**src/rtl/alu.sv**
```systemverilog
// Single-cycle integer ALU / address generator for the issue stage; result and tag registered.
// Latency 1 cycle, a new op every cycle; no stall or backpressure, consumers qualify on result_valid.
module alu (
   input  logic        clk,
   input  logic        rst,
   input  logic        valid_i,
   input  logic [6:0]  opcode,
   input  logic [2:0]  func3,
   input  logic [6:0]  func7,
   input  logic [31:0] src1,
   input  logic [31:0] src2,
   input  logic [5:0]  dest_i,
   output logic [31:0] result,
   output logic [5:0]  result_dest,
   output logic        result_valid
);

   localparam logic [6:0] OP_IMM   = 7'b0010011;
   localparam logic [6:0] OP_REG   = 7'b0110011;
   localparam logic [6:0] OP_LOAD  = 7'b0000011;
   localparam logic [6:0] OP_STORE = 7'b0100011;

   localparam logic [6:0] F7_BASE  = 7'b0000000;
   localparam logic [6:0] F7_ALT   = 7'b0100000;

   logic [31:0] sum;
   logic [31:0] diff;
   logic [4:0]  shamt;
   logic [31:0] alu_res;

   // One shared adder feeds ADD/ADDI and the LW/SW address path.
   assign sum   = src1 + src2;
   assign diff  = src1 - src2;
   assign shamt = src2[4:0];

   always_comb begin
      alu_res = '0;
      case (opcode)
         OP_IMM: begin
            case (func3)
               3'b000:  alu_res = sum;
               3'b100:  alu_res = src1 ^ src2;
               3'b110:  alu_res = src1 | src2;
               3'b111:  alu_res = src1 & src2;
               default: alu_res = '0;
            endcase
         end
         OP_REG: begin
            case (func3)
               3'b000: begin
                  if (func7 == F7_BASE)
                     alu_res = sum;
                  else if (func7 == F7_ALT)
                     alu_res = diff;
               end
               3'b001:  alu_res = src1 << shamt;
               3'b100:  alu_res = src1 ^ src2;
               3'b101: begin
                  if (func7 == F7_BASE)
                     alu_res = src1 >> shamt;
                  else if (func7 == F7_ALT)
                     alu_res = $unsigned($signed(src1) >>> shamt);
               end
               3'b110:  alu_res = src1 | src2;
               3'b111:  alu_res = src1 & src2;
               default: alu_res = '0;
            endcase
         end
         OP_LOAD, OP_STORE: alu_res = sum;
         default:           alu_res = '0;
      endcase
   end

   always_ff @(posedge clk) begin
      if (rst) begin
         result       <= '0;
         result_dest  <= '0;
         result_valid <= 1'b0;
      end else begin
         result       <= alu_res;
         result_dest  <= dest_i;
         result_valid <= valid_i;
      end
   end

endmodule

```
**config.mk**
```make
export PLATFORM = sky130hd
export DESIGN_NAME = alu
export DESIGN_NICKNAME = d
export VERILOG_FILES = /design/src/rtl/alu.sv
export SDC_FILE = /design/constraint.sdc
export NUM_CORES = 1
export LEC_CHECK = 0
export BUFFER_PORTS_ARGS = -buffer_cell sky130_fd_sc_hd__buf_2
export CAP_MARGIN = 30
export CORE_AREA = 2 2 162 164
export CTS_CLUSTER_DIAMETER = 60
export CTS_CLUSTER_SIZE = 24
export DETAILED_ROUTE_END_ITERATION = 8
export DIE_AREA = 0 0 164 166
export PLACE_DENSITY = 0.64
export SETUP_SLACK_MARGIN = 0.5
export SYNTH_ARGS = -nofsm -noshare
export SYNTH_HDL_FRONTEND = slang
export SYNTH_SLANG_ARGS = --single-unit
```
**constraint.sdc**
```tcl
create_clock -name clk -period 6.4 [get_ports clk]
set_clock_uncertainty 0.1 [all_clocks]
set_input_delay 0.96 -clock clk [delete_from_list [all_inputs] [get_ports clk]]
set_output_delay 0.96 -clock clk [all_outputs]
set_load 0.005 [all_outputs]
```
## Word level (Yosys, flattened, before mapping)

Index checks and enable logic that the tools add are counted.

- Input port bits: 90
- Register bits after elaboration: 39
- Output and inout bits: 39
- Logic and storage cells: 31

- Muxes and demuxes: 7
- Bitwise gates (word level): 3
- Reduce and logical (&&, ||, !) cells: 3
- Shift-type cells: 3
- $add $sub $neg: 2
- Eq/ne operators: 10

Operators by type and width:

| operator | number |
|---|---|
| 32-bit case mux with 6 select lines | 1 |
| 32-bit two-way mux | 4 |
| 32-bit case mux with 4 select lines | 1 |
| 32-bit case mux with 3 select lines | 1 |
| 32-bit adder | 1 |
| 32-bit bitwise AND | 1 |
| 32-bit OR | 1 |
| 32-bit by 5-bit left shift with 32-bit output | 1 |
| 32-bit by 5-bit >> shifter with 32-bit output | 1 |
| 32-bit by 5-bit >>> shifter with 32-bit output | 1 |
| 32-bit subtractor | 1 |
| 32-bit XOR | 1 |
| 7-bit by 6-bit == test with 1-bit output (second input constant) | 3 |
| 3-bit == test (second input constant) | 4 |
| 7-bit by 2-bit == test with 1-bit output (second input constant) | 1 |
| 7-bit by 5-bit == test with 1-bit output (second input constant) | 1 |
| 7-bit zero test | 1 |
| 3-bit by 1-bit == test with 1-bit output (second input constant) | 1 |
| 3-bit zero test | 1 |
| 2-bit OR reduction | 1 |

## Depth between registers and ports, before layout

- Word-level depth: 5
- Depth in mapped cells: 18
- Gate-level depth less buffers: 15

## Worst setup path before layout

Ideal clock, no wire load.

- Path kind: input to register
- Start point: input src2[3]
- End point: register result[28]
- Library setup time: 70 ps
- Cell stages on the path: 18
- Buffers on the path: 5
- Setup slack: 1820 ps
- Arrival: 4409 ps
- Cells stage by stage: clkbuf_1 -> inv_1 -> clkbuf_1 -> buf_1 -> buf_1 -> ha_1 -> clkbuf_1 -> nor3_1 -> o21ai_0 -> a211o_1 -> a21oi_1 -> o21ai_2 -> a21oi_2 -> a221oi_1 -> a21oi_1 -> mux2i_1 -> o21ai_1 -> a21oi_1

- Longest elaborated chain between the ends: 5
- Elaborated cells on any way between the ends: 12
- Classes of those cells: 2 x add/sub; 3 x shift; 7 x mux

RTL lines:

| item | line | text |
|---|---|---|
| start: declaration | 11 | `input logic [31:0] src2,` |
| 32-bit subtractor / 32-bit by 5-bit >>> shifter with 32-bit output (equally long branches) | 33, 62 |  |
| 32-bit two-way mux, on equally long branches | 53, 61 |  |
| 32-bit two-way mux, on equally long branches | 51, 59 |  |
| 32-bit case mux with 6 select lines | 49 | `case (func3)` |
| 32-bit case mux with 3 select lines * | 38 | `case (opcode)` |
| end signal: assignment | 80 | `result <= alu_res;` |
| end: declaration | 13 | `output logic [31:0] result,` |

Mark *: on every way between the ends. The rest lies on a longest branch, timed or not.
A chain may end at the register's enable or synchronous reset.

## Worst setup path in the final report

- Start point: input src2[0]
- End point: register result[10]

The elaborated chain is that of the path after synthesis.

==> flow_summary.toml <==
[run_status]
status = "finished, final reports clean"

[synth]
yosysSeqAreaShare = 0.07729
ys_seq_elements = 39
synth_area_leaders = "ha_1, o21ai_0, dfxtp_1"
synth_nets = 1727
yosysMostFrequentCell = "nor2_1"
syn_inst = 1539
ys.flop_type = "dfxtp_1"
synth_largest_area_cell = "ha_1"
ys_warn_count = 0
async_flop_share = 0
yosys-top-cells-count = "nor2_1, o21ai_0, a21oi_1"
synth_top_area_share = 0.1189
synth_cell_types = 75
avgSynthCellArea_um2 = 6.563
synth_edf_count = 0
netlist_area_mm2 = 0.01010

[setup_path]
slowest_delay_ps = 650
crit_chain = "buf_2 -> ha_1 -> inv_1 -> fa_1 -> nor2b_1 -> o21ai_0 -> o21ai_1 -> a31oi_1 -> a21oi_1 -> xnor2_1 -> o221ai_1 -> a222oi_1 -> nor2_1"
crit_path_end_kind = "flip-flop"
path_delay_family = "compound AO/OA/AOI/OAI gates"
crit_buf_inv = 2
crit_path_top_delay_cell = "a222oi_1"
cp.required_ps = 6450
critPathLaunchType = "input pin"
crit_fanout = 17
path_class = "input pin to flip-flop"
arrival_ps = 4600
crit_cells = 13

[drt]
drt_pre_antenna_iters = 9
wl_per_cell_um = 25.50
drt_iter0_drc = 1555
wirelength_um = 49020
route.detailed.drc = 0
viasPerCell = 6.407
ant_nets = 0
vias = 12315

[floorplan]
die_w_um = 164
die_h_um = 166
core_area_mm2 = 0.02562
die-area_mm2 = 0.02722
ios = 129
initial_core_util = 0.3943
rows = 59

[finish]
nets = 1774
diodes = 0
drive_gt1_frac = 0.1298
area_growth_pct = 9.613
final_cell_area_mm2 = 0.01107

[global_route]
grtUsageTotal = 0.3500
grt_max_degree = 73
grt_pass1_vias = 11425
overflow = 0
antenna_found_initial = 2
grt_pass1_wl_um = 72160

[clocking]
cts_buffers = 5
post_cts.repair.setup_buffers = 0
ctsResizeCount = 0
clockRootBuffer = "clkbuf_16"
cts_tree = "done"
cts_max_level = 2
cts_sinks = 39
holdBufCountCts = 0
clock_path_buffers = 2
path_clk_slew_ps = 60

[sta]
fin_crit_sh = 0.7122
fmax_ghz = 0.2194
worstMarginPinSlew_ps = 985.1
hold_viol_final = 0
slew_headroom = 0.3388
drv_slew = 0
rsz0062_at_grt = "false"
finalSetupViolations = 0
finalCriticalPeriod_ps = 4558
finalSetupTns_ps = 0

[power_and_ir_drop]
ir_drop_mv = 0.1459
p_leak_nw = 4.910
power.density_mw_per_mm2 = 131.3

[min_path]
worstHoldStart = "valid_i"
min_path_cells = 2
hold_path_end = "result_valid$_SDFF_PP0_"
hold_path_class = "input pin to flip-flop"

[placement]
hpwlAfterDp_um = 39310
place_area_mm2 = 0.01090
gp_congestion = 1.015
portBuffers = 128

[run]
cap_violations = 0
## per-layer routing
| metal | track usage | vias up | part of all wire | wire (µm) |
|---|---|---|---|---|
| li1 | - | 5647 | - | - |
| met2 | 0.5150 | 764 | 0.41 | 20250 |
| met5 | 0 | - | 0 | 0 |
| met1 | 0.4686 | 5772 | 0.41 | 20190 |
| met4 | 0.1964 | 0 | 0.070 | 3438 |
| met3 | 0.07842 | 132 | 0.11 | 5148 |
## state kept, by name, indices dropped and copies added (netlist names)
signal,count
result,32
result_dest,6
result_valid,1
## layout by cell type (no fill, tap or decap), types with 16 or more instances in the layout
master,n
nor2_1,196
o21ai_0,178
a21oi_1,130
buf_2,127
nand2_1,122
inv_1,107
ha_1,96
mux2i_1,76
xnor2_1,47
dfxtp_1,39
a22oi_1,38
nand2b_1,33
nor3_1,30
buf_4,27
o22ai_1,22
nor2b_1,19
o211ai_1,19
nand3_1,18
a211oi_1,18
a21o_1,16
a211o_1,16
## metrics by stage
step	util	hold WS (ps)	worst slack [ps]	cells	power, mW
final	0.4322	773.4	1842	1922	1.454
after floorplan	-	988.2	1820	1539	0.8388
after CTS	0.4322	775.4	1957	1922	1.425
after global routing	0.4322	774.3	1620	1922	1.527
after global placement	0.4253	1074	1638	1913	1.129
after detailed placement	0.4256	1073	1654	1914	1.126
## kinds of logic after synthesis
| family | Yosys count | synth area share |
|---|---|---|
| fa+ha+maj | 98 | 0.1229 |
| xor+xnor | 51 | 0.04422 |
| buf+inv | 226 | 0.08770 |
| compound gates | 566 | 0.3563 |
| simple gates | 466 | 0.2051 |
| flops | 39 | 0.07729 |
| mux | 93 | 0.1065 |
## worst max-delay path by stage
stage / from / to
floorplan: src2[3] / result[28]$_SDFF_PP0_
global placement: src2[0] / result[14]$_SDFF_PP0_
detailed placement: src2[0] / result[14]$_SDFF_PP0_
CTS: src2[0] / result[14]$_SDFF_PP0_
global route: src2[0] / result[30]$_SDFF_PP0_
finish: src2[0] / result[10]$_SDFF_PP0_
## area by class of cell
type / instances / area (µm²)
inverters: 112 / 420.4
clock buffers: 5 / 125.1
fillers: 2737 / 14540
flip-flops and latches: 39 / 780.7
multi-input cells: 1274 / 8444
clock inverters: 3 / 43.79
repair buffers: 154 / 838.3
well taps: 335 / 419.2
## report_power, final
| group | switching (mW) | internal [mW] | total, mW | leakage, nW |
|---|---|---|---|---|
| combinational | 0.598 | 0.306 | 0.904 | 4.51 |
| sequential | 0.00126 | 0.247 | 0.248 | 0.316 |
| clock | 0.118 | 0.184 | 0.302 | 0.0838 |
(Power assumes the default switching activity.)
